## config.mk

```make
export PLATFORM = sky130hd
export DESIGN_NAME = saw_freq_meter
export DESIGN_NICKNAME = d
export VERILOG_FILES = /design/src/rtl/saw_pkg.sv /design/src/rtl/saw_delta.sv /design/src/rtl/saw_freq_meter.sv
export SDC_FILE = /design/constraint.sdc
export NUM_CORES = 1
export LEC_CHECK = 0
export CAP_MARGIN = 20
export CELL_PAD_IN_SITES_DETAIL_PLACEMENT = 0
export CELL_PAD_IN_SITES_GLOBAL_PLACEMENT = 1
export CORE_MARGIN = 2
export CORE_UTILIZATION = 31
export CTS_BUF_LIST = sky130_fd_sc_hd__clkbuf_4 sky130_fd_sc_hd__clkbuf_8
export DETAILED_ROUTE_END_ITERATION = 7
export GPL_ROUTABILITY_DRIVEN = 0
export HOLD_SLACK_MARGIN = 0.05
export MAX_ROUTING_LAYER = met4
export PLACE_DENSITY = 0.68
export REMOVE_ABC_BUFFERS = 1
export SLEW_MARGIN = 10
export SYNTH_ARGS = -nofsm -noshare
export SYNTH_HDL_FRONTEND = slang
export SYNTH_SLANG_ARGS = --single-unit
```

## constraint.sdc

```tcl
create_clock -name CLK -period 10.79 [get_ports CLK]
set_input_delay 1.079 -clock CLK [delete_from_list [all_inputs] [get_ports CLK]]
set_output_delay 1.079 -clock CLK [all_outputs]
set_load 0.01 [all_outputs]
```

## src/rtl/saw_pkg.sv

```systemverilog
// rtl/saw_pkg.sv - shared widths and state encoding for the sawtooth oscillator and meter
package saw_pkg;

  localparam int FRAC_BITS = 24;
  localparam int INT_BITS  = 8;
  localparam int MAX_DELTA = 256;
  localparam int FREQ_W    = 32;
  localparam int SAMPLE_W  = 16;

  typedef enum logic [2:0] {
    IDLE,
    PRIME,
    MEASURE,
    FINAL,
    DONE
  } saw_state_e;

endpackage

```

## src/rtl/saw_delta.sv

```systemverilog
// rtl/saw_delta.sv - modulo-2^16 sample difference with clamp to MAX_DELTA
module saw_delta
  import saw_pkg::*;
(
  input  logic [SAMPLE_W-1:0] sample_i,
  input  logic [SAMPLE_W-1:0] prev_i,
  output logic [8:0]          delta_clamped,
  output logic                over
);

  logic [SAMPLE_W-1:0] diff;

  // Unsigned wrap-around subtraction covers the 0xFFFF -> 0x0000 rollover.
  always_comb begin
    diff          = sample_i - prev_i;
    over          = diff > SAMPLE_W'(MAX_DELTA);
    delta_clamped = over ? 9'(MAX_DELTA) : diff[8:0];
  end

endmodule

```

## src/rtl/saw_freq_meter.sv

```systemverilog
// rtl/saw_freq_meter.sv - recovers the 8.24 frequency word from a sawtooth sample stream
module saw_freq_meter
  import saw_pkg::*;
#(
  parameter int GATE_LOG2 = 16
) (
  input  logic                CLK,
  input  logic                RST_N,
  input  logic [SAMPLE_W-1:0] SAW,
  input  logic                SAW_VALID,
  input  logic                START,
  output logic                BUSY,
  output logic [FREQ_W-1:0]   FREQ_OUT,
  output logic                FREQ_VALID,
  input  logic                FREQ_READY,
  output logic                OVERRANGE
);

  localparam int ACC_W = GATE_LOG2 + INT_BITS + 1;
  localparam int CNT_W = GATE_LOG2 + 1;
  localparam int SHIFT = FRAC_BITS - GATE_LOG2;

  saw_state_e          state_q;
  logic [ACC_W-1:0]    acc_q;
  logic [ACC_W-1:0]    acc_d;
  logic [CNT_W-1:0]    cnt_q;
  logic [CNT_W-1:0]    cnt_d;
  logic [SAMPLE_W-1:0] prev_q;
  logic                over_q;
  logic                busy_q;
  logic                valid_q;
  logic                ovr_out_q;
  logic [FREQ_W-1:0]   freq_q;

  logic [8:0]          delta_clamped;
  logic                delta_over;
  logic [FREQ_W:0]     sum_scaled;

  saw_delta u_delta (
    .sample_i      (SAW),
    .prev_i        (prev_q),
    .delta_clamped (delta_clamped),
    .over          (delta_over)
  );

  // The scaled sum is always 33 bits wide; its top bit is set exactly when sum >= 2^(GATE_LOG2+8).
  always_comb begin
    acc_d      = acc_q + ACC_W'(delta_clamped);
    cnt_d      = cnt_q + CNT_W'(1);
    sum_scaled = (FREQ_W + 1)'(acc_q) << SHIFT;
  end

  always_ff @(posedge CLK) begin
    if (!RST_N) begin
      state_q   <= IDLE;
      acc_q     <= '0;
      cnt_q     <= '0;
      prev_q    <= '0;
      over_q    <= 1'b0;
      busy_q    <= 1'b0;
      valid_q   <= 1'b0;
      ovr_out_q <= 1'b0;
      freq_q    <= '0;
    end else begin
      case (state_q)
        IDLE: begin
          if (START) begin
            state_q <= PRIME;
            busy_q  <= 1'b1;
            acc_q   <= '0;
            cnt_q   <= '0;
            over_q  <= 1'b0;
          end
        end
        PRIME: begin
          if (SAW_VALID) begin
            prev_q  <= SAW;
            state_q <= MEASURE;
          end
        end
        MEASURE: begin
          if (SAW_VALID) begin
            acc_q  <= acc_d;
            cnt_q  <= cnt_d;
            prev_q <= SAW;
            over_q <= over_q | delta_over;
            if (cnt_d[GATE_LOG2]) begin
              state_q <= FINAL;
            end
          end
        end
        FINAL: begin
          if (sum_scaled[FREQ_W]) begin
            freq_q    <= '1;
            ovr_out_q <= 1'b1;
          end else begin
            freq_q    <= sum_scaled[FREQ_W-1:0];
            ovr_out_q <= over_q;
          end
          valid_q <= 1'b1;
          busy_q  <= 1'b0;
          state_q <= DONE;
        end
        DONE: begin
          if (FREQ_READY) begin
            valid_q <= 1'b0;
            state_q <= IDLE;
          end
        end
        default: begin
          state_q <= IDLE;
          busy_q  <= 1'b0;
          valid_q <= 1'b0;
        end
      endcase
    end
  end

  assign BUSY       = busy_q;
  assign FREQ_OUT   = freq_q;
  assign FREQ_VALID = valid_q;
  assign OVERRANGE  = ovr_out_q;

endmodule

```

# == Word level (Yosys, flattened, before mapping) ==
# Index checks and enable logic that the tools add are counted.
# word_totals
reg_bits,97
input_bits,21
output_inout_bits,35
elab_cells,57
# classes
add_sub_neg,3
n_lt_le_gt_ge,1
n_eq_ne,9
mux,22
bitwise_logic,3
reduce_logical,10
# ops
op,count
$mux W25,2
$pmux W25 S2,1
$mux W17,2
$pmux W17 S2,1
$mux W32,1
$add A25 B9 Y25,1
$add A17 B1 Y17 const B,1
$gt A16 B9 Y1 const B,1
$sub A16 B16 Y16,1
$mux W3,5
$pmux W3 S5,1
$ne A2 B2 Y1 const B,5
$mux W9,1
$eq A3 B2 Y1 const B,2
$reduce_and A2 Y1,3
$reduce_or A3 Y1,2
$mux W1,5
$reduce_and A5 Y1,1
$pmux W1 S2,2
$eq A3 B1 Y1 const B,1
$eq A3 B3 Y1 const B,1
$logic_not A3 Y1,1
$pmux W1 S3,1
$reduce_and A3 Y1,1
4 further kinds,5

# == Depth between registers and ports, before layout ==
# Gate-level depths: netlist of run 1.
# logic_depth
depth_word,6
mapped_depth,23
depth_no_buf,22

# == By module ==
# From an unflattened synthesis of run 1, not the netlist that was laid out.
# unflattened
hier_cells,618
area_unflattened_um2,5250.0
# modules_own_cells
module,instances,cells_per_inst,area_each_um2,seq_area_each_um2
saw_freq_meter,1,475,4281.6,1801.7
saw_delta,1,143,968.4,0.0

# == Least setup slack after synthesis of run 1 ==
# Ideal clock, no wire load.
# synth_path
path_type,input to register
from,input SAW[0]
to,register acc_q[24]
setup_time_ps,128
arrival_ps,5232
required_ps,10662
slack_ps,5431
stages,23
path_buffers,1
cell_sequence,inv_1 > ha_1 > fa_1 > nand2b_1 > a21oi_1 > nor4_4 > nor4_1 > o31ai_1 > a2111oi_4 > nand3b_2 > nor2_1 > ha_1 > inv_1 > fa_1 > nor2b_1 > o21a_1 > o21ai_0 > a21boi_0 > a21boi_0 > buf_2 > nor4_1 > xnor2_1 > nor2_1
# synth_between
elab_chain_len,6
# synth_lines
element,line_no,rtl
start: declaration,saw_freq_meter.sv:9,"input logic [SAMPLE_W-1:0] SAW,"
$sub A16 B16 Y16 *,saw_delta.sv:15,diff = sample_i - prev_i;
$gt A16 B9 Y1,saw_delta.sv:16,over = diff > SAMPLE_W'(MAX_DELTA);
$mux W9 *,saw_delta.sv:17,delta_clamped = over ? 9'(MAX_DELTA) : diff[8:0];
$add A25 B9 Y25 *,saw_freq_meter.sv:48,acc_d = acc_q + ACC_W'(delta_clamped);
$mux W25 *,saw_freq_meter.sv:82,if (SAW_VALID) begin
$pmux W25 S2 *,saw_freq_meter.sv:65,case (state_q)
end signal: assignment,saw_freq_meter.sv:56,acc_q <= '0;
end signal: assignment,saw_freq_meter.sv:70,acc_q <= '0;
end signal: assignment,saw_freq_meter.sv:83,acc_q <= acc_d;
end: declaration,saw_freq_meter.sv:24,logic [ACC_W-1:0] acc_q;
# Every way passes the cells marked *; elsewhere a longest branch is shown, timed or not. The select of a mux whose other input is x is not followed.
# A chain may end at the register's enable or synchronous reset.

# == Final worst setup path of run 1 ==
# layout_path
from,input SAW[0]
to,register acc_q[12]
# The elaborated chain is that of the path after synthesis.

==> summary.md, run 1 <==
| Metric | Value |
|---|---|
| Via density | `4.84` |
| Crit path cell chain | `clkdlybuf4s50_1 -> inv_1 -> ha_1 -> fa_1 -> nand2b_1 -> a21oi_1 -> nor4_4 -> nor4_1 -> o31ai_1 -> a2111oi_4 -> nand3b_2 -> nor2_1 -> ha_1 -> inv_1 -> fa_1 -> nor2b_1 -> o21a_1 -> o21ai_0 -> a21boi_0 -> a21boi_0 -> buf_2 -> or3_1 -> a21oi_1` |
| Hold buffers post-CTS | `0` |
| Post-CTS Setup Bufs | `0` |
| Mean post-synth cell area | `8.39 µm²` |
| Hold_sp | `cnt_q[1]` |
| Syn Inst Count | `603` |
| Most common cell after layout, fill and taps aside | `dfxtp_1` |
| Clock skew | `0.0148 ns` |
| Post-synth EDFFs | `0` |
| Yosys top cell area share | `35.6%` |
| Hold Path Cell Cnt | `2` |
| Top cells by area, synth | `dfxtp_1 36%, ha_1 6.2%, nor2_1 5.6%` |
| Total CTS buffers | `9` |
| Fin nets | `682` |
| Port bufs | `55` |
| Number of global-route vias before repair | `4,022` |
| CP Data Required Time | `11.10 ns` |
| Largest net degree at the start of global routing | `62` |
| First-pass GRT wire length | `18,600 µm` |
| Die Footprint | `17,400 µm²` |
| Die Wd | `132 µm` |
| CTS tree | `built` |
| Ports | `56` |
| Peak supply drop | `0.0000541 V` |
| PostCTS Resize Cnt | `0` |
| Most frequent cells in the layout | `90 x dfxtp_1, 75 x nor2_1, 54 x clkdlybuf4s50_1` |
| Reg2reg end | `acc_q[12]` |
| Top cell type by total area after synthesis | `dfxtp_1` |
| Tmin final | `6.02 ns` |
| Die extent in y | `132 µm` |
| Arrival @ worst endpoint | `6.33 ns` |
| Clock tree buffer depth | `2` |
| Number of synthesis warnings | `0` |
| Reg-to-Reg Start | `prev_q[0]` |
| CP endpoint | `acc_q[12]` |
| Crit Path Class | `in2reg` |
| Fin. Hold Viols | `0` |
| Power Density | `118 nW/µm²` |
| N_diodes | `0` |
| Setup crit end kind | `register` |
| Post-Syn Area | `5060 µm²` |
| P&R area growth vs syn | `17.5%` |
| Vias | `4,141` |
| Crit-path slowest cell | `clkdlybuf4s50_1` |
| GRT overflow | `0` |
| Core area | `15,900 µm²` |
| CTS root buf | `clkbuf_8` |
| Post-Route WL | `11,000 µm` |
| Row Count | `46` |
| First drt pass iteration count | `4` |
| Max Freq | `166 MHz` |
| Leak | `0.00239 µW` |
| Synth unique cells | `57` |
| Delay of the slowest cell on the worst path | `0.48 ns` |
| Crit path from | `SAW[0]` |
| Crit start category | `input port` |
| R2R Setup Slk | `5.71 ns` |
| Yosys reg bits | `90` |
| Initial antenna violation count | `0` |
| Starting DRT DRC Count | `196` |
| Slew @ Worst Pin | `1.01 ns` |
| DRT antenna net count | `0` |
| Outcome | `completed` |
| Reg2Reg Depth | `21` |
| Slew margin rel. | `32.7%` |
| # DRC | `0` |
| Initial Utilization | `31.7%` |
| Clock Sinks | `90` |
| GRT Overall Usage | `13.2%` |
| Clock Pin Slew Worst Setup and Hold Paths | `0.09 ns` |
| Utilization after layout | `37.3%` |
| RSZ-0062 raised after global routing | `false` |
| Clock Latency Late Sink | `0.37 ns` |
| Max Cap Viol | `0` |
| Worst hold-check path type | `reg2reg` |
| Max Slew Vio Count | `0` |
| Crit share post-route | `55.8%` |
| Top_reg_cell synth | `dfxtp_1` |
| Drt wl/cell | `12.9 µm` |
| # fillers | `1,655` |
| Ys async rst share | `0%` |
| H-tree depth | `3` |
| Share of cells above drive strength 1 | `5.16%` |
| HPWL after DPL | `7860 µm` |
| Final setup fails | `0` |
| Worst-path fanout max | `10` |
| Register area share after synthesis | `35.6%` |
| TNS Setup | `0 ns` |
## synth_stat cells, drive strengths merged, types with 3 or more instances
library cell  instances
nand2b                4
nor4                  6
clkbuf               28
nand2                52
nand3                20
mux2i                17
and2                  3
inv                  31
nor2b                31
nor3                 15
and3                  9
or3                   7
nor2                 75
o21ai                16
a22oi                 6
a2111oi               3
a21oi                31
xor2                 22
a21boi               11
o211a                28
buf                  10
dfxtp                90
ha                   25
a21o                  7
nand4                 5
xnor2                21
## metal layers
| metal | track usage (%) | part of all wire [%] |
|---|---|---|
| met1 | 17.3 | 52 |
| met5 | - | 0 |
| met3 | 2.77 | 3.4 |
| met4 | 4.59 | 1.6 |
| met2 | 20.1 | 44 |
## layout make-up
class | count | area, µm² | share of cell area (%)
clock buffer | 11 | 145 | 2.44
timing repair buffer | 58 | 581 | 9.77
tap | 216 | 270 | 4.55
clock inverter | 5 | 61.3 | 1.03
sequential | 90 | 1800 | 30.3
multi-input combinational | 444 | 2970 | 49.9
inverter | 31 | 116 | 1.96
## sequential cells by signal, summed over array words and instances, names as in the netlist
signal	count
prev_q	16
state_q	3
cnt_q	17
BUSY	1
acc_q	25
OVERRANGE	1
FREQ_OUT	25
over_q	1
FREQ_VALID	1
## power by group
group | internal, µW | leakage, µW | switching, µW | total, µW
Clock | 118 | 0.000108 | 124 | 242
Combinational | 50.3 | 0.00155 | 66.2 | 116
Sequential | 340 | 0.000727 | 5.25 | 345
## kinds of logic (layout without fill, tap and decap cells)
group | count (synthesis) | count (layout) | share of synthesized area, %
AO/OA/AOI/OAI | 123 | 123 | 18.3
flip-flops | 90 | 90 | 35.6
AND/OR/NAND/NOR | 234 | 234 | 22.6
buffers and inverters | 69 | 105 | 5.76
XOR/XNOR | 43 | 43 | 7.44
multiplexers | 17 | 17 | 3.36
adder cells (fa/ha/maj) | 27 | 27 | 6.98
## worst min-delay path by stage
stage	endpoint
6_report	cnt_q[1]
5_1_grt	FREQ_OUT[9]
3_5_place_dp	cnt_q[1]
4_1_cts	cnt_q[1]
3_3_place_gp	BUSY
2_1_floorplan	acc_q[0]
## worst max-delay path, delay by kind of cell
family,cells,cell delay (ns)
adders and majority gates,4,1.17
and+or+nand+nor,7,1.49
buffers and inverters,4,0.80
AOI/OAI and AO/OA,8,1.80
## per-stage QoR
step                      setup WS, ns  area [µm²]  power [µW]  std cells  hold slack (ns)
after floorplan                   5.33        4880         431        565            0.458
after global placement            4.30        5700         467        836            0.474
after detailed placement          4.02        5700         469        836            0.483
after CTS                         4.42        5910         715        852            0.496
after global routing              4.26        5940         740        855            0.522
final                             4.77        5940         703        855            0.491
(Power assumes the default switching activity.)
==> inputs of run 2 (changes only) <==
--- a/config.mk
+++ b/config.mk
@@ -15,7 +15,7 @@
 export GPL_ROUTABILITY_DRIVEN = 0
 export HOLD_SLACK_MARGIN = 0.05
 export MAX_ROUTING_LAYER = met4
-export PLACE_DENSITY = 0.68
+export PLACE_DENSITY = 0.71
 export REMOVE_ABC_BUFFERS = 1
 export SLEW_MARGIN = 10
 export SYNTH_ARGS = -nofsm -noshare
==> constraint.sdc (replaced) <==
create_clock -name CLK -period 5 [get_ports CLK]
set_input_delay 0.5 -clock CLK [delete_from_list [all_inputs] [get_ports CLK]]
set_output_delay 0.5 -clock CLK [all_outputs]
set_load 0.01 [all_outputs]
==> run 2 against run 1 <==
Compared with the run above:
- die area unchanged
- first-iteration DRC count increased by 2.0%
- clock skew decreased by 0.0036 ns
- non-clock buffer count increased by 55
- sequential cell count unchanged
- sequential power increased by 120%
- global-route usage increased by 0.79 points
- clock power increased by 100%
- register-to-register slack got worse by 5.4 ns
- total power increased by 120%
- count of clock-buffer cells in the layout unchanged
- critical endpoint is now acc_q[14]
- largest cell class unchanged
- largest power group unchanged
==> summary.md, run 2 (same netlist as run 1, synthesis figures left out) <==
| Metric | Value |
|---|---|
| Outcome | `completed` |
| Routed wl met2 | `5310 µm (+11%)` |
| Ports | `56 (unchanged)` |
| First-pass GRT wire length | `19,800 µm (+6.4%)` |
| Initial Utilization | `31.7% (unchanged)` |
| Setup ws final | `0.190 ns (-4.58 ns)` |
| Post-Route WL | `11,600 µm (+5.6%)` |
| P&R area growth vs syn | `27.8%` |
| Crit-path slowest cell | `clkdlybuf4s50_1` |
| Clock skew | `0.0112 ns (-0.00360 ns)` |
| Worst hold-check path type | `in2reg` |
| Total CTS buffers | `9 (unchanged)` |
| Routed metal-1 wirelength | `5790 µm (+1.8%)` |
| Vias | `4,403 (+6.3%)` |
| Max Slew Vio Count | `0 (unchanged)` |
| N_diodes | `0 (unchanged)` |
| Clock Pin Slew Worst Setup and Hold Paths | `0.10 ns (about the same)` |
| Initial antenna violation count | `0 (unchanged)` |
| Pre-CTS WS | `-0.668 ns (-4.69 ns)` |
| Crit start category | `input port` |
| Core area | `15,900 µm² (unchanged)` |
| Max layer used | `met4` |
| R2R Setup Slk | `0.30 ns (-5.41 ns)` |
| Final setup fails | `0 (unchanged)` |
| HPWL after DPL | `8080 µm (+2.9%)` |
| Placed cell areas | `6080 µm² (+6.7%)` |
| Worst-path fanout max | `5 (-5)` |
| H-tree depth | `3 (unchanged)` |
| CTS tree | `built` |
| Number of global-route vias before repair | `4,308 (+7.1%)` |
| Fin nets | `737 (+8.1%)` |
| Die extent in y | `132 µm (unchanged)` |
| Buf/Inv on CP | `4 (unchanged)` |
| Total power | `1540 µW (+120%)` |
| Clock tree buffer depth | `2 (unchanged)` |
| Clock Latency Late Sink | `0.38 ns (about the same)` |
| Hold Path Cell Cnt | `3 (+1)` |
| Drt wl/cell | `12.8 µm (-0.77%)` |
| CP delay by family, top | `simple AND/OR/NAND/NOR gates` |
| Utilization after layout | `40.5% (+3.3 points)` |
| Row Count | `46 (unchanged)` |
| Reg-to-Reg Start | `prev_q[0]` |
| First drt pass iteration count | `4 (unchanged)` |
| DRT antenna net count | `0 (unchanged)` |
| Hold_sp | `SAW[0]` |
| Crit share post-route | `96.2%` |
| Met3 Routed Length | `356 µm (-5.1%)` |
| Design Area, Final | `6460 µm² (+8.8%)` |
| Crit Path Class | `in2reg` |
| WP depth | `22 (-4.3%)` |
| CP Data Required Time | `5.32 ns (-5.78 ns)` |
| # DRC | `0 (unchanged)` |
| Leak | `0.00267 µW (+12%)` |
| Die Wd | `132 µm (unchanged)` |
| Most frequent cells in the layout | `90 x dfxtp_1, 74 x nor2_1, 54 x buf_4` |
| Slew @ Worst Pin | `0.954 ns (-0.0553 ns)` |
| Starting DRT DRC Count | `200 (+2.0%)` |
| Slew margin rel. | `36.4% (+3.7 points)` |
| Crit path cell chain | `clkdlybuf4s50_1 -> ha_4 -> nand2b_4 -> a21oi_1 -> buf_4 -> nor4_4 -> nor4_4 -> or4_4 -> a2111oi_4 -> nand3b_4 -> nor2_2 -> ha_2 -> inv_2 -> fa_2 -> nor2b_2 -> o21a_1 -> o21ai_2 -> a21boi_2 -> a21boi_2 -> buf_6 -> or3_1 -> a21oi_1` |
| Reg2reg end | `acc_q[14]` |
| GRT overflow | `0 (unchanged)` |
| Fin. Hold Viols | `0 (unchanged)` |
| Delay of the slowest cell on the worst path | `0.55 ns (+0.07 ns)` |
| Largest net degree at the start of global routing | `62 (unchanged)` |
| Hold Path End | `prev_q[0]` |
| Tmin final | `4.81 ns` |
| Port bufs | `55 (unchanged)` |
| Arrival @ worst endpoint | `5.13 ns (-1.20 ns)` |
| Power Density | `239 nW/µm² (+100%)` |
| Most common cell after layout, fill and taps aside | `dfxtp_1` |
| Max Freq | `208 MHz` |
| Peak supply drop | `0.000144 V (+170%)` |
| CTS root buf | `clkbuf_8` |
| Reg2Reg Depth | `22 (+4.8%)` |
| Die Footprint | `17,400 µm² (unchanged)` |
| GRT Overall Usage | `14.0% (+0.79 points)` |
| Via density | `4.84 (about the same)` |
| Max Cap Viol | `0 (unchanged)` |
| Setup crit end kind | `register` |
| Clock Sinks | `90 (unchanged)` |
| Share of cells above drive strength 1 | `15.6% (+10 points)` |
==> run 2: changes by cell type in the layout (fill, tap and decap cells not counted), sizes merged <==
cell           previous run  this run
buf                       4        59
bufinv                    1         0
clkdlybuf4s50            54        53
clkinv                    2         1
clkinvlp                  0         2
dlymetal6s2s              0         1
==> run 2: stage by stage <==
step | instances | TNS (ns) | hold WS, ns
2_1_floorplan | 565 | 0 | 0.458
3_3_place_gp | 887 | -5.58 | 0.472
5_1_grt | 910 | -0.171 | 0.432
6_report | 910 | 0 | 0.438
3_5_place_dp | 887 | -8.05 | 0.485
4_1_cts | 904 | 0 | 0.503
==> run 2: metal layers <==
layer / GRT usage [%] / vias up
li1: - / 2250
met1: 18.2 / 2075
met2: 21.7 / 63
met3: 2.46 / 15
met4: 5.19 / 0
met5: - / -
==> run 2: worst reg2reg max path, stage by stage, from the launching register on <==
cell       delay, ns
dfxtp_1         0.35
ha_2            0.20
fa_2            0.21
nand2b_4        0.12
a21oi_1         0.06
buf_4           0.14
nor4_4          0.34
nor4_4          0.11
or4_4           0.54
a2111oi_4       0.43
nand3b_4        0.14
nor2_2          0.14
ha_2            0.19
inv_2           0.04
fa_2            0.35
nor2b_2         0.13
o21a_1          0.17
o21ai_2         0.09
a21boi_2        0.18
a21boi_2        0.10
buf_6           0.14
or3_1           0.34
a21oi_1         0.13
==> run 2: worst max-delay path by stage <==
| stage | slack, ns | start | to |
|---|---|---|---|
| CTS | 0.02 | SAW[5] | acc_q[12] |
| finish | 0.19 | SAW[2] | acc_q[14] |
| global placement | -0.49 | SAW[0] | acc_q[22] |
| global route | -0.05 | SAW[7] | acc_q[14] |
| detailed placement | -0.67 | SAW[0] | acc_q[18] |
| floorplan | 0.12 | SAW[0] | acc_q[24] |
==> run 2: power by group <==
group | leakage, µW | switching [µW] | total [µW] | internal (µW)
combinational | 0.00185 | 160 | 315 | 155
clock | 0.0000898 | 282 | 485 | 203
sequential | 0.000727 | 11.3 | 744 | 733
total | 0.00267 | 453 | 1540 | 1090
==> run 2: timing repair <==
action	CTS	global route
setup buffers	1	3
gates cloned	0	1
hold buffers	0	0
pin swaps	4	16
setup endpoints to repair	11	16
gates resized for setup	4	27
==> run 2: layout make-up <==
| class | count | area, µm² |
|---|---|---|
| well taps | 216 | 270 |
| repair buffers | 113 | 1010 |
| fillers | 1625 | 9480 |
| inverters | 31 | 116 |
| clock buffers | 11 | 145 |
| flip-flops and latches | 90 | 1800 |
| clock inverters | 5 | 37.5 |
| multi-input cells | 444 | 3080 |
